**src/rtl/uart_tx_arbiter_pkg.sv**
```systemverilog
// Shared definitions for the uart transmit arbiter: FSM encoding and a width helper.
package uart_tx_arbiter_pkg;

  typedef enum logic [1:0] {
    ST_IDLE = 2'd0,
    ST_SEND = 2'd1,
    ST_GAP  = 2'd2
  } state_t;

  // Bits needed to index n items; never less than 1 so single-bit fields stay legal.
  function automatic int clog2(input int n);
    int r;
    r = 0;
    while ((1 << r) < n) r++;
    return (r < 1) ? 1 : r;
  endfunction

endpackage

```
**src/rtl/uart_tx_arbiter_if.sv**
```systemverilog
// Requester/uart-side bundle of the transmit arbiter. o_timeout exists only with UART_ARB_WDT_EN.
interface uart_tx_arbiter_if #(
  parameter int N_REQ      = 4,
  parameter int WIDTH_DATA = 8
);
  import uart_tx_arbiter_pkg::*;

  localparam int OWNER_W = clog2(N_REQ);

  logic [N_REQ-1:0]            i_req;
  logic [N_REQ-1:0]            i_last;
  logic [N_REQ*WIDTH_DATA-1:0] i_data;
  logic [N_REQ-1:0]            o_ack;
  logic                        o_we;
  logic [WIDTH_DATA-1:0]       o_data;
  logic                        i_mty;
  logic                        o_busy;
  logic [OWNER_W-1:0]          o_owner;
`ifdef UART_ARB_WDT_EN
  logic                        o_timeout;
`endif

  modport slave (
    input  i_req, i_last, i_data, i_mty,
`ifdef UART_ARB_WDT_EN
    output o_timeout,
`endif
    output o_ack, o_we, o_data, o_busy, o_owner
  );

  modport master (
    output i_req, i_last, i_data, i_mty,
`ifdef UART_ARB_WDT_EN
    input  o_timeout,
`endif
    input  o_ack, o_we, o_data, o_busy, o_owner
  );

endinterface

```
**src/rtl/uart_tx_arbiter_rr_picker.sv**
```systemverilog
// Combinational round-robin picker: first requester at or after ptr, in cyclic order.
module uart_tx_arbiter_rr_picker #(
  parameter int N_REQ = 4,
  parameter int PTR_W = 2
) (
  input  logic [N_REQ-1:0] req,
  input  logic [PTR_W-1:0] ptr,
  output logic [PTR_W-1:0] winner,
  output logic             any_req
);

  assign any_req = |req;

  // Scan from the farthest offset down so the nearest pending requester overwrites last.
  always_comb begin
    int idx;
    winner = '0;
    idx    = 0;
    for (int i = N_REQ - 1; i >= 0; i--) begin
      idx = int'(ptr) + i;
      if (idx >= N_REQ) idx = idx - N_REQ;
      if (req[idx]) winner = PTR_W'(idx);
    end
  end

endmodule

```
**src/rtl/uart_tx_arbiter.sv**
```systemverilog
// Packet-level round-robin arbiter sharing one uart transmit path between N_REQ requesters.
// Optional lock watchdog and o_timeout output are enabled by defining UART_ARB_WDT_EN.
module uart_tx_arbiter #(
  parameter int N_REQ      = 4,
  parameter int WIDTH_DATA = 8,
  parameter int TIMEOUT    = 1024
) (
  input logic             clk,
  input logic             nrst,
  uart_tx_arbiter_if.slave bus
);
  import uart_tx_arbiter_pkg::*;

  localparam int OWNER_W = clog2(N_REQ);

  state_t                 state_q, state_d;
  logic [OWNER_W-1:0]     ptr_q, ptr_d, owner_q, owner_d, winner, ptr_after;
  logic                   busy_q, busy_d, we_q, we_d, last_q, last_d, any_req;
  logic [WIDTH_DATA-1:0]  data_q, data_d, owner_byte;
  logic [N_REQ-1:0]       ack_q, ack_d;

`ifdef UART_ARB_WDT_EN
  localparam int WDT_W = clog2(TIMEOUT);
  localparam logic [WDT_W-1:0] WDT_MAX = WDT_W'(TIMEOUT - 1);
  logic [WDT_W-1:0] wdt_q, wdt_d;
  logic             timeout_q, timeout_d;
`endif

  uart_tx_arbiter_rr_picker #(.N_REQ(N_REQ), .PTR_W(OWNER_W)) u_picker (
    .req     (bus.i_req),
    .ptr     (ptr_q),
    .winner  (winner),
    .any_req (any_req)
  );

  assign owner_byte = bus.i_data[int'(owner_q)*WIDTH_DATA +: WIDTH_DATA];
  // The releasing owner drops to the back of the round-robin order.
  assign ptr_after  = (owner_q == OWNER_W'(N_REQ - 1)) ? '0 : owner_q + OWNER_W'(1);

  always_comb begin
    state_d = state_q;
    ptr_d   = ptr_q;
    owner_d = owner_q;
    busy_d  = busy_q;
    we_d    = 1'b0;
    ack_d   = '0;
    data_d  = data_q;
    last_d  = last_q;
`ifdef UART_ARB_WDT_EN
    wdt_d     = wdt_q;
    timeout_d = 1'b0;
`endif
    case (state_q)
      ST_IDLE: begin
`ifdef UART_ARB_WDT_EN
        wdt_d = '0;
`endif
        if (any_req) begin
          owner_d = winner;
          busy_d  = 1'b1;
          state_d = ST_SEND;
        end
      end
      ST_SEND: begin
        if (bus.i_req[owner_q] && bus.i_mty) begin
          we_d    = 1'b1;
          data_d  = owner_byte;
          ack_d   = N_REQ'(1) << owner_q;
          last_d  = bus.i_last[owner_q];
          state_d = ST_GAP;
`ifdef UART_ARB_WDT_EN
          wdt_d   = '0;
        end else if (!bus.i_req[owner_q]) begin
          if (wdt_q == WDT_MAX) begin
            busy_d    = 1'b0;
            ptr_d     = ptr_after;
            timeout_d = 1'b1;
            wdt_d     = '0;
            state_d   = ST_IDLE;
          end else begin
            wdt_d = wdt_q + WDT_W'(1);
          end
`endif
        end
      end
      ST_GAP: begin
        if (last_q) begin
          busy_d  = 1'b0;
          ptr_d   = ptr_after;
          state_d = ST_IDLE;
        end else begin
          state_d = ST_SEND;
        end
      end
      default: state_d = ST_IDLE;
    endcase
  end

  // Registered state and outputs; reset abandons any packet in flight.
  always_ff @(posedge clk or negedge nrst) begin
    if (!nrst) begin
      state_q <= ST_IDLE;
      ptr_q   <= '0;
      owner_q <= '0;
      busy_q  <= 1'b0;
      we_q    <= 1'b0;
      ack_q   <= '0;
      data_q  <= '0;
      last_q  <= 1'b0;
`ifdef UART_ARB_WDT_EN
      wdt_q     <= '0;
      timeout_q <= 1'b0;
`endif
    end else begin
      state_q <= state_d;
      ptr_q   <= ptr_d;
      owner_q <= owner_d;
      busy_q  <= busy_d;
      we_q    <= we_d;
      ack_q   <= ack_d;
      data_q  <= data_d;
      last_q  <= last_d;
`ifdef UART_ARB_WDT_EN
      wdt_q     <= wdt_d;
      timeout_q <= timeout_d;
`endif
    end
  end

  assign bus.o_we    = we_q;
  assign bus.o_ack   = ack_q;
  assign bus.o_data  = data_q;
  assign bus.o_busy  = busy_q;
  assign bus.o_owner = owner_q;
`ifdef UART_ARB_WDT_EN
  assign bus.o_timeout = timeout_q;
`endif

endmodule

```
**src/flat_wrapper.sv**
```systemverilog
// flat-port wrapper written by rule: the top's interface ports become plain ports
module uart_tx_arbiter_flat import uart_tx_arbiter_pkg::*;
#(
  parameter int N_REQ      = 4,
  parameter int WIDTH_DATA = 8,
  parameter int TIMEOUT    = 1024
)
  (clk, nrst, bus_i_req, bus_i_last, bus_i_data, bus_i_mty, bus_o_ack, bus_o_we, bus_o_data, bus_o_busy, bus_o_owner);
  uart_tx_arbiter_if #(.N_REQ(N_REQ), .WIDTH_DATA(WIDTH_DATA)) bus_i ();
  input logic clk;
  input logic nrst;
  input wire logic [$bits(bus_i.i_req)-1:0] bus_i_req;
  input wire logic [$bits(bus_i.i_last)-1:0] bus_i_last;
  input wire logic [$bits(bus_i.i_data)-1:0] bus_i_data;
  input wire logic [$bits(bus_i.i_mty)-1:0] bus_i_mty;
  output wire logic [$bits(bus_i.o_ack)-1:0] bus_o_ack;
  output wire logic [$bits(bus_i.o_we)-1:0] bus_o_we;
  output wire logic [$bits(bus_i.o_data)-1:0] bus_o_data;
  output wire logic [$bits(bus_i.o_busy)-1:0] bus_o_busy;
  output wire logic [$bits(bus_i.o_owner)-1:0] bus_o_owner;
  assign bus_i.i_req = bus_i_req;
  assign bus_i.i_last = bus_i_last;
  assign bus_i.i_data = bus_i_data;
  assign bus_i.i_mty = bus_i_mty;
  assign bus_o_ack = bus_i.o_ack;
  assign bus_o_we = bus_i.o_we;
  assign bus_o_data = bus_i.o_data;
  assign bus_o_busy = bus_i.o_busy;
  assign bus_o_owner = bus_i.o_owner;
  uart_tx_arbiter #(.N_REQ(N_REQ), .WIDTH_DATA(WIDTH_DATA), .TIMEOUT(TIMEOUT)) u_core (.clk(clk), .nrst(nrst), .bus(bus_i));
endmodule
```
**config.mk**
```make
export PLATFORM = sky130hd
export DESIGN_NAME = uart_tx_arbiter_flat
export DESIGN_NICKNAME = d
export VERILOG_FILES = /design/src/rtl/uart_tx_arbiter_pkg.sv /design/src/rtl/uart_tx_arbiter_if.sv /design/src/rtl/uart_tx_arbiter_rr_picker.sv /design/src/rtl/uart_tx_arbiter.sv /design/src/flat_wrapper.sv
export SDC_FILE = /design/constraint.sdc
export NUM_CORES = 1
export LEC_CHECK = 0
export BUFFER_PORTS_ARGS = -buffer_cell sky130_fd_sc_hd__clkbuf_2
export CAP_MARGIN = 20
export CORE_AREA = 2 2 48 61
export CTS_BUF_LIST = sky130_fd_sc_hd__clkbuf_2
export CTS_CLUSTER_DIAMETER = 120
export DETAILED_ROUTE_END_ITERATION = 8
export DIE_AREA = 0 0 50 63
export PLACE_DENSITY = 0.8
export SLEW_MARGIN = 20
export SYNTH_ARGS = -nofsm -noshare
export SYNTH_HDL_FRONTEND = slang
export SYNTH_SLANG_ARGS = --single-unit
export TNS_END_PERCENT = 100
```
**constraint.sdc**
```tcl
create_clock -name clk -period 2.3 [get_ports clk]
set_input_delay 0.115 -clock clk [delete_from_list [all_inputs] [get_ports clk]]
set_output_delay 0.115 -clock clk [all_outputs]
set_load 0.01 [all_outputs]
```
# After elaboration in Yosys (flattened, before gate mapping)
# Index checks and enable logic that the tools add are counted.
[word_totals]
ff_bits = 21
input_bits = 43
word_cells = 78
[classes]
addsub = 8
n_lt_le_gt_ge = 9
n_eq_ne = 6
shifts = 2
n_mux = 36
n_reduce_logical = 9
[ops]
columns = ["cell", "n"]
rows = [
  ["< comparator 32 x 4 -> 1 bit (second input constant)", 4],
  ["two-way mux 32 bit", 4],
  ["indexed part select 32 x 6 -> 8 bit", 1],
  ["two-way mux 1 bit", 15],
  ["two-way mux 2 bit", 7],
  ["binary-select mux 1 bit (select 2 bit)", 6],
  ["subtractor 3 x 3 -> 4 bit (second input constant)", 3],
  [">= comparator 3 bit (second input constant)", 3],
  ["two-way mux 4 bit", 2],
  ["AND reduction 2 bit", 4],
  ["adder 2 x 2 -> 3 bit (second input constant)", 2],
  ["!= test 2 x 1 -> 1 bit (second input constant)", 3],
  ["case mux 2 bit (3 select lines)", 1],
  ["== test 2 bit (second input constant)", 2],
  ["OR reduction 4 bit", 1],
  ["<< shifter 1 x 2 -> 4 bit (first input constant)", 1],
  ["subtractor 2 x 3 -> 4 bit (second input constant)", 1],
  ["adder 2 x 1 -> 3 bit (second input constant)", 1],
  [">= comparator 2 x 3 -> 1 bit (second input constant)", 1],
  ["< comparator 2 x 3 -> 1 bit (second input constant)", 1],
  ["AND reduction 3 bit", 1],
  ["adder 2 x 1 -> 2 bit (second input constant)", 1],
  ["== test 2 x 1 -> 1 bit (second input constant)", 1],
  ["zero test 2 bit", 1],
  ["other kinds (3)", 3],
]

# Logic depth before layout (Yosys ltp)
# Gate-level depths: netlist (run 1).
[logic_depth]
word_depth = 10
ltp_mapped = 6
depth_no_buf = 4

# Cells and area by module
# A second synthesis (run 1) with hierarchy kept.
[hier_totals]
cells_unflattened = 90
hier_area_um2 = 1196.1
[modules_own_cells]
columns = ["module", "instances", "cells_per_inst", "area_each_um2", "seq_area_each_um2"]
rows = [
  ["uart_tx_arbiter", 1, 77, 1118.6, 525.5],
  ["uart_tx_arbiter_rr_picker", 1, 13, 77.6, 0.0],
]

# Worst setup path before layout (run 1)
# Ideal clock, no wire load.
[synth_timing]
kind = "register -> register"
from = "register u_core.owner_q[0] (netlist: u_core.bus.o_owner[0])"
to = "register u_core.data_q[3] (netlist: u_core.bus.o_data[3])"
arrival_ps = 1699
setup_slack_ps = 476
path_stages_with_launch = 7
n_path_buf = 2
period_less_slack_ps = 1824
cell_sequence = "dfrtp_1 > buf_4 > mux2i_1 > o22a_1 > nor3b_4 > buf_6 > mux2_4"
[synth_between]
elab_chain_cells = 4
elab_cells_between_ends = 5
[synth_lines]
columns = ["element", "line", "text"]
rows = [
  ["from (decl)", "uart_tx_arbiter.sv:17", "logic [OWNER_W-1:0] ptr_q, ptr_d, owner_q, owner_d, winner, ptr_after;"],
  ["from (signal assigned)", "uart_tx_arbiter.sv:117", "owner_q <= owner_d;"],
  ["branches (longest 4 deep; another with indexed part select 32 x 6 -> 8 bit)", "--", ""],
  ["to (signal assigned)", "uart_tx_arbiter.sv:121", "data_q <= data_d;"],
  ["to (decl)", "uart_tx_arbiter.sv:19", "logic [WIDTH_DATA-1:0] data_q, data_d, owner_byte;"],
]
# Parallel ways; which one is timed is not known. The select of a mux whose other input is x is not followed.
# A chain may end at the register's enable or synchronous reset.

# Final worst setup path (run 1)
[layout_timing]
from = "register u_core.owner_q[0] (netlist: u_core.bus.o_owner[0])"
to = "register u_core.data_q[0] (netlist: u_core.bus.o_data[0])"
# Same word-level chain as after synthesis.

==> flow_summary.json, run 1 <==
{
  "status": "finished, final reports clean",
  "vias": 944,
  "yosys.area.top_type_share_pct": 44.63,
  "relSlewSlack_pct": 60.13,
  "hp-class": "in2reg",
  "min_period_ns": 1.909,
  "hold_viol": 0,
  "post-dp-hpwl_um": 2076,
  "setup.worst_path.end": "u_core.bus.o_data[0]",
  "crit_arrival_ns": 2.12,
  "synth_area_leaders": "dfrtp_1 (45%), mux4_2 (13%), mux2_4 (6.4%)",
  "p_leak_nw": 0.7744,
  "nets": 195,
  "critPathKind": "reg2reg",
  "synthFlopType": "dfrtp_1",
  "grt_pass1_wl_um": 4140,
  "ant_nets": 0,
  "synth_most_common_cell": "dfrtp_1",
  "path_clk_slew_ns": 0.19,
  "power_density_nw_per_um2": 1035,
  "cts_tree": "yes",
  "cp-end-kind": "register",
  "r2r_cells": 4,
  "io_pins": 59,
  "synth_area_um2": 1177,
  "grt_pass1_vias": 938,
  "port_buffers": 58,
  "avgSynthCellArea_um2": 13.85,
  "r2r_slack_ns": 0.39,
  "max_cap_viol_count": 0,
  "ctsHoldBuffers": 1,
  "fin_skew_ns": 0.004303,
  "ys_seq_elements": 21,
  "yosys_warnings": 0,
  "antenna_found_initial": 0,
  "drcViolationCount": 0,
  "seq_area_frac_synth_pct": 44.63,
  "synthArstFlopShare_pct": 100.0,
  "die_area_um2": 3150,
  "fp-row-count": 21,
  "diodes": 0,
  "max_freq_mhz": 523.9,
  "synth_nets": 132,
  "root_buffer": "clkbuf_2",
  "r2r_end": "u_core.bus.o_data[0]",
  "synth_common_cells": "dfrtp_1 (21), mux4_2 (7), nand2_1 (6)",
  "routed_via_density": 5.215,
  "postCtsSetupBuffers": 0,
  "drt_iter0_drc": 19,
  "drtPass1Iterations": 4,
  "routed_wirelength_um": 2575,
  "worst_pin_slew_ns": 0.5973,
  "cp-startpoint": "u_core.bus.o_owner[0]",
  "core_um2": 2601,
  "rsz0062_at_grt": "false",
  "ctsResizeCount": 0,
  "regToRegStartpoint": "u_core.bus.o_owner[0]",
  "synthesis.instances": 85,
  "required_ns": 2.51,
  "num-fill-cells": 223,
  "drive_gt1_share_pct": 56.46,
  "timing.final.crit_share_pct": 83.00,
  "setup_viol": 0,
  "wire_per_inst_um": 14.23,
  "cp_max_fo": 10,
  "grt_max_degree": 22,
  "grt.total_usage_pct": 17.37,
  "max-vdd-ir-drop_uv": 691.8,
  "syn2layout_area_growth_pct": 30.39,
  "slew_viol_final": 0,
  "fin_setup_tns_ns": 0,
  "synth-edff-count": 0,
  "yosysTopAreaCell": "dfrtp_1",
  "ys_types": 30,
  "die_h_um": 63,
  "cts_buffers": 3,
  "cp-start-kind": "register",
  "cts_buffer_depth": 2,
  "insertion_delay_ns": 0.30,
  "grt-ovfl-total": 0,
  "start_util_pct": 45.26,
  "gp_congestion": 0.7987,
  "htree_levels": 1,
  "final_util_pct": 59.02,
  "numClockSinks": 21,
  "chipWidth_um": 50
}
## how the worst min path moves through the flow
| stage | from | endpoint | slack, ns | depth (start not counted) |
|---|---|---|---|---|
| after CTS | bus_i_req[3] | u_core.bus.o_owner[1] | 0.18 | 3 |
| after global placement | nrst | u_core.bus.o_ack[1] | 0.1 | 1 |
| final | bus_i_req[3] | u_core.bus.o_owner[1] | 0.18 | 3 |
| after floorplan | nrst | u_core.bus.o_ack[0] | -0.18 | 0 |
| after detailed placement | nrst | u_core.bus.o_ack[2] | 0.11 | 1 |
| after global routing | bus_i_req[3] | u_core.bus.o_owner[1] | 0.16 | 3 |
## logic make-up (layout without fill, tap and decap cells)
logic type / after synthesis / after routing / synth area share (%)
multiplexers: 21 / 21 / 30.71
AO/OA/AOI/OAI: 11 / 11 / 6.695
buffers and inverters: 8 / 70 / 3.612
adder cells (fa/ha/maj): 4 / 4 / 4.251
AND/OR/NAND/NOR: 20 / 20 / 10.10
flip-flops: 21 / 21 / 44.63
## state kept, by name (all words and copies together), names as in the netlist
register and cells:
u_core.last_q 1, u_core.bus.o_busy 1, u_core.ptr_q 2, u_core.bus.o_ack 4
u_core.bus.o_we 1, u_core.bus.o_data 8, u_core.bus.o_owner 2, u_core.state_q 2
## worst max-delay path, cell delays in order (launching register included)
cell and delay (ns):
dfrtp_1 0.47, mux2i_1 0.14, o22a_1 0.27, nor3b_4 0.54
mux2_2 0.41
## metal layers
metal  GRT usage, %  part of all wire, %  up-vias
li1               -                    -      440
met1          19.03                   35      462
met2          31.58                   57       38
met3          2.632                  5.5        4
met4          8.333                  2.1        0
met5              0                    0        -
## cell usage in the layout (no fill, tap or decap)
cell	count
and2_1	4
mux4_2	7
inv_1	4
dfrtp_1	21
dlygate4sd3_1	1
nand3b_1	1
o41ai_1	1
nand2_1	6
a31oi_1	2
nand3_1	1
mux2i_1	2
nor3b_4	1
o22a_1	1
ha_1	4
nand2b_1	3
mux2_4	5
o31ai_1	1
o311ai_0	1
a211o_1	1
nor2_1	2
o21ai_0	1
a21oi_1	2
nor2b_1	1
mux2_2	5
mux4_1	2
buf_4	3
a22o_1	1
nor3b_1	1
clkbuf_2	62
## where the power goes
| group | internal, W | switching [W] |
|---|---|---|
| registers | 0.000514 | 0.000121 |
| clock network | 0.0000461 | 0.000105 |
| logic | 0.000457 | 0.000346 |
## cell type report
cell class                      count  area [µm²]  area share, %
Sequential cell                    21       525.5          34.23
Inverter                            4       15.01         0.9780
Timing Repair Buffer               62       322.8          21.03
Tap cell                           34       42.54          2.771
Clock buffer                        4       20.02          1.304
Multi-Input combinational cell     56       609.3          39.69
## through the flow
| step | power [W] | instance area (µm²) | worst slack, ns | std cells | hold WS, ns |
|---|---|---|---|---|---|
| finish | 0.001589 | 1535 | 0.3911 | 181 | 0.1822 |
| global placement | 0.001416 | 1505 | 0.4544 | 176 | 0.09753 |
| global route | 0.001714 | 1535 | 0.2804 | 181 | 0.1610 |
| detailed placement | 0.001456 | 1505 | 0.3908 | 176 | 0.1056 |
| floorplan | 0.001197 | 1177 | 0.4764 | 85 | -0.1806 |
| CTS | 0.001606 | 1535 | 0.3814 | 181 | 0.1800 |
Power figures use the tool's default switching activity.
==> run 2: changes to the inputs <==
CORE_AREA = 2 2 51 65   (was 2 2 48 61)
DIE_AREA = 0 0 53 67   (was 0 0 50 63)
PLACE_DENSITY = 0.74   (was 0.8)
clock period = 1.6 ns   (was 2.3 ns; I/O delays follow)
==> flow_summary.json, run 2 (synthesized netlist as in run 1, its figures left out) <==
{
  "mostFrequentLayoutCells": "clkbuf_2 (61), dfrtp_1 (21), mux2_4 (9)",
  "cp-start-kind": "register",
  "wire_per_inst_um": 14.83,
  "max_cap_viol_count": 0,
  "ant_nets": 0,
  "die_h_um": 67,
  "status": "finished, violations left",
  "power_density_nw_per_um2": 1515,
  "core_um2": 2890,
  "vias": 968,
  "num-fill-cells": 255,
  "grt.total_usage_pct": 15.88,
  "seqPwrFrac_pct": 37.7,
  "hp-class": "in2reg",
  "routed_wirelength_um": 2774,
  "critPathKind": "reg2reg",
  "hold_viol": 0,
  "grt_pass1_wl_um": 4112,
  "p_sw_w": 0.0008635,
  "largest_register_ffs": 8,
  "swShare_pct": 35.91,
  "chipWidth_um": 53,
  "design_area_um2": 1587,
  "post-dp-hpwl_um": 2287,
  "mostFrequentLayoutCell": "clkbuf_2",
  "cts_buffer_depth": 2,
  "grt_max_degree": 22,
  "nets": 199,
  "violations": "setup timing",
  "setup_viol": 9,
  "grt-ovfl-total": 0,
  "final-seq-area_um2": 525.5,
  "drt_iter0_drc": 14,
  "layout_setup_ws_ns": -0.03274,
  "gp_congestion": 0.7732,
  "start_util_pct": 40.74,
  "worst_pin_slew_ns": 0.5078,
  "drive_gt1_share_pct": 57.62,
  "fin_skew_ns": 0.02338,
  "cts_tree": "yes",
  "max-vdd-ir-drop_uv": 791.9,
  "antenna_found_initial": 0,
  "htree_levels": 1,
  "clock_power_share_pct": 8.7,
  "die_area_um2": 3551,
  "drcViolationCount": 0,
  "diodes": 0,
  "cts_buffers": 3,
  "final_util_pct": 54.89,
  "multi_input_area_um2": 624.3,
  "syn2layout_area_growth_pct": 34.75,
  "combPwrFrac_pct": 53.6,
  "routed_via_density": 5.176,
  "cp-end-kind": "register",
  "required_ns": 1.80,
  "p_int_w": 0.001541,
  "grt_pass1_vias": 922,
  "fp-row-count": 22,
  "drtPass1Iterations": 4,
  "max_freq_mhz": 612.5,
  "port_buffers": 58,
  "rsz0062_at_grt": "true",
  "place_area_um2": 1530,
  "cp_max_fo": 6,
  "timing.final.crit_share_pct": 102.0,
  "crit_arrival_ns": 1.83,
  "root_buffer": "clkbuf_2",
  "path_clk_slew_ns": 0.17,
  "insertion_delay_ns": 0.31,
  "p_leak_nw": 0.8085,
  "relSlewSlack_pct": 66.15,
  "io_pins": 59,
  "min_period_ns": 1.633,
  "numClockSinks": 21,
  "slew_viol_final": 0,
  "holdWs_ns": 0.1701
}
## run 2: cell types whose count changed in the layout (fill, tap and decap cells not counted), sizes merged
cell and change:
buf +4, clkbuf -1, clkinv +1
## run 2: final cells by class
type	count	area share (%)
multi-input combinational	56	39.35
sequential	21	33.12
timing repair buffer	66	22.48
tap	36	2.839
clock buffer	3	0.9464
inverter	4	0.9464
clock inverter	1	0.3155
## run 2: per-stage QoR
| step | instances | worst slack [ns] | TNS (ns) | total power (W) |
|---|---|---|---|---|
| 2_1_floorplan | 85 | -0.2118 | -1.475 | 0.001730 |
| 3_3_place_gp | 181 | -0.01018 | -0.04022 | 0.002084 |
| 3_5_place_dp | 181 | -0.07803 | -0.4695 | 0.002150 |
| 4_1_cts | 187 | -0.04634 | -0.3542 | 0.002421 |
| 5_1_grt | 187 | -0.1213 | -1.065 | 0.002553 |
| 6_report | 187 | -0.03274 | -0.2473 | 0.002404 |
## run 2: worst paths after layout
kind	start	to	slack (ns)	depth (start not counted)
max	u_core.bus.o_owner[0]	u_core.bus.o_data[6]	-0.03	5
min	bus_i_req[3]	u_core.bus.o_owner[1]	0.17	3
max reg2reg	u_core.bus.o_owner[0]	u_core.bus.o_data[6]	-0.03	5
min reg2reg	u_core.bus.o_busy	u_core.bus.o_busy	0.53	2
max in group asynchronous	nrst	u_core.last_q	1.01	2
min in group asynchronous	nrst	u_core.state_q[0]	0.23	2
## run 2: repair_timing
item                                   4_1_cts  5_1_grt
setup endpoints to repair                    9        9
endpoints found under the hold margin       21        0
pin swaps                                    2        0
gates resized for setup                      5        0
setup buffers                                1        0
hold buffers                                 1        0
## run 2: power groups by stage
stage,Combinational (W),Sequential (W),Clock (W)
CTS,0.00130,0.000906,0.000211
global route,0.00138,0.000934,0.000237
finish,0.00129,0.000906,0.000210
global placement,0.00118,0.000905,0
detailed placement,0.00123,0.000918,0
floorplan,0.000767,0.000963,0
## run 2: per-layer routing
metal / vias up / routed length [µm] / GRT usage (%) / share of wire [%]
li1: 448 / - / - / -
met1: 480 / 1140 / 18.87 / 41
met2: 36 / 1434 / 28.44 / 52
met3: 4 / 162 / 2.018 / 5.8
met4: 0 / 38 / 6.090 / 1.4
met5: - / 0 / 0 / 0
## run 2: critical path: stages (launching register included)
cell	delay [ns]
dfrtp_1	0.46
mux2i_1	0.14
o22a_1	0.26
nor3b_4	0.21
buf_6	0.17
mux2_4	0.30
==> run 3: changes to the inputs <==
CORE_AREA = 2 2 48 61   (was 2 2 51 65)
DIE_AREA = 0 0 50 63   (was 0 0 53 67)
PLACE_DENSITY = 0.8   (was 0.74)
clock period = 1.8 ns   (was 1.6 ns; I/O delays follow)
==> flow_summary.json, run 3 (synthesized netlist as in run 1, its figures left out) <==
{
  "status": "finished, final reports clean",
  "total_power_w": 0.002052,
  "drt_iter0_drc": 26,
  "root_buffer": "clkbuf_2",
  "worst_pin_slew_ns": 0.5062,
  "port_buffers": 58,
  "max_cap_viol_count": 0,
  "nets": 195,
  "routed_via_density": 5.298,
  "fin_skew_ns": 0.006856,
  "start_util_pct": 45.26,
  "drive_gt1_share_pct": 56.46,
  "hold_path_startpoint": "bus_i_req[3]",
  "multi_input_area_um2": 609.3,
  "fin_setup_tns_ns": 0,
  "antenna_found_initial": 0,
  "post-dp-hpwl_um": 2063,
  "p_leak_nw": 0.7779,
  "max-vdd-ir-drop_uv": 826.4,
  "hp-class": "in2reg",
  "insertion_delay_ns": 0.30,
  "rsz0062_at_grt": "false",
  "grt_pass1_vias": 955,
  "p_int_w": 0.001318,
  "path_clk_slew_ns": 0.19,
  "combPwrFrac_pct": 51.3,
  "gp_congestion": 0.7046,
  "syn2layout_area_growth_pct": 31.46,
  "diodes": 0,
  "crit_chain": "nand2b_1 -> o22a_1 -> nor3b_4 -> buf_12 -> mux2_2",
  "grt_pass1_wl_um": 4264,
  "use_met3_pct": 1.914,
  "critPathKind": "reg2reg",
  "seqPwrFrac_pct": 39.2,
  "cts_tree": "yes",
  "clock_power_share_pct": 9.5,
  "cp-startpoint": "u_core.bus.o_owner[1]",
  "regToRegStartpoint": "u_core.bus.o_owner[1]",
  "cp-end-kind": "register",
  "cp_top_family": "flip-flops",
  "core_um2": 2601,
  "min_period_ns": 1.692,
  "mostFrequentLayoutCell": "clkbuf_2",
  "num-fill-cells": 215,
  "grt_util_met2_pct": 29.28,
  "worstPathBufferInverterCount": 1,
  "timing.final.crit_share_pct": 93.98,
  "die_h_um": 63,
  "cts_buffers": 3,
  "max_freq_mhz": 591.2,
  "grt_max_degree": 22,
  "chipWidth_um": 50,
  "required_ns": 2.01,
  "top_usage_layer": "met2",
  "holdWs_ns": 0.1448,
  "fp-row-count": 21,
  "relSlewSlack_pct": 66.26,
  "cp_max_fo": 14,
  "ant_nets": 0,
  "cp-start-kind": "register",
  "grt-ovfl-total": 0,
  "hold_viol": 0,
  "crit_arrival_ns": 1.90,
  "drcViolationCount": 0,
  "met1_usage_pct": 23.02,
  "drtPass1Iterations": 4,
  "slowest_stage": "dfrtp_1",
  "p_sw_w": 0.0007332,
  "final-seq-area_um2": 525.5,
  "mostFrequentLayoutCells": "clkbuf_2 (62), dfrtp_1 (21), mux4_2 (7)",
  "routed_wirelength_um": 2571,
  "power_density_nw_per_um2": 1326,
  "die_area_um2": 3150,
  "cts_buffer_depth": 2,
  "htree_levels": 1,
  "setup_viol": 0,
  "max_stage_delay_ns": 0.46,
  "largest_register_ffs": 8,
  "wire_per_inst_um": 14.20,
  "grt.total_usage_pct": 17.67,
  "numClockSinks": 21,
  "swShare_pct": 35.74,
  "vias": 959,
  "slew_viol_final": 0,
  "io_pins": 59
}
run 3: changes by cell type in the layout (fill, tap and decap cells not counted), sizes merged:
| cell | delta |
|---|---|
| clkbuf | +1 |
| buf | -4 |
| clkinv | -1 |
run 3: final timing paths:
check,endpoint,slack [ns],cells past startpoint
min in group asynchronous,u_core.bus.o_data[7],0.25,2
max in group asynchronous,u_core.bus.o_busy,1.20,2
setup reg to reg,u_core.bus.o_data[1],0.11,5
hold reg to reg,u_core.bus.o_busy,0.52,2
hold / removal,u_core.bus.o_owner[1],0.14,3
setup / recovery,u_core.bus.o_data[1],0.11,5
run 3: what timing repair did:
action,4_1_cts,5_1_grt
setup buffers,0,0
hold buffers,1,0
hold endpoints to repair,21,0
setup endpoints to repair,0,0
gates resized for setup,0,0
run 3: stage by stage:
stage	instance area (µm²)	cells	worst slack, ns	util, %
2_1_floorplan	1181	85	-0.01179	-
3_3_place_gp	1518	176	0.1776	58.35
5_1_grt	1548	181	0.03474	59.50
4_1_cts	1548	181	0.1029	59.50
3_5_place_dp	1518	176	0.1294	58.35
6_report	1548	181	0.1084	59.50
run 3: area by class of cell:
cell class / count / share of cell area, %
timing repair buffer: 62 / 21.67
multi-input combinational: 56 / 39.37
clock buffer: 4 / 1.293
inverter: 4 / 0.9701
sequential: 21 / 33.95
tap: 34 / 2.749
run 3: layer usage:
layer | vias to the layer above | wire [µm]
met4 | 0 | 37
met1 | 475 | 998
li1 | 441 | -
met2 | 39 | 1379
met3 | 4 | 155
met5 | - | 0
run 3: power by group through the flow:
stage | registers, W | logic (W) | clock network [W]
detailed placement | 0.000814 | 0.00107 | 0
finish | 0.000805 | 0.00105 | 0.000194
global route | 0.000832 | 0.00116 | 0.000226
global placement | 0.000800 | 0.00103 | 0
floorplan | 0.000856 | 0.000682 | 0
CTS | 0.000805 | 0.00107 | 0.000203
run 3: worst reg2reg max path, cell delays in order, from the launching register on:
cell and delay (ns):
dfrtp_1 0.46, nand2b_1 0.16, o22a_1 0.22, nor3b_4 0.25, buf_12 0.17, mux2_2 0.34
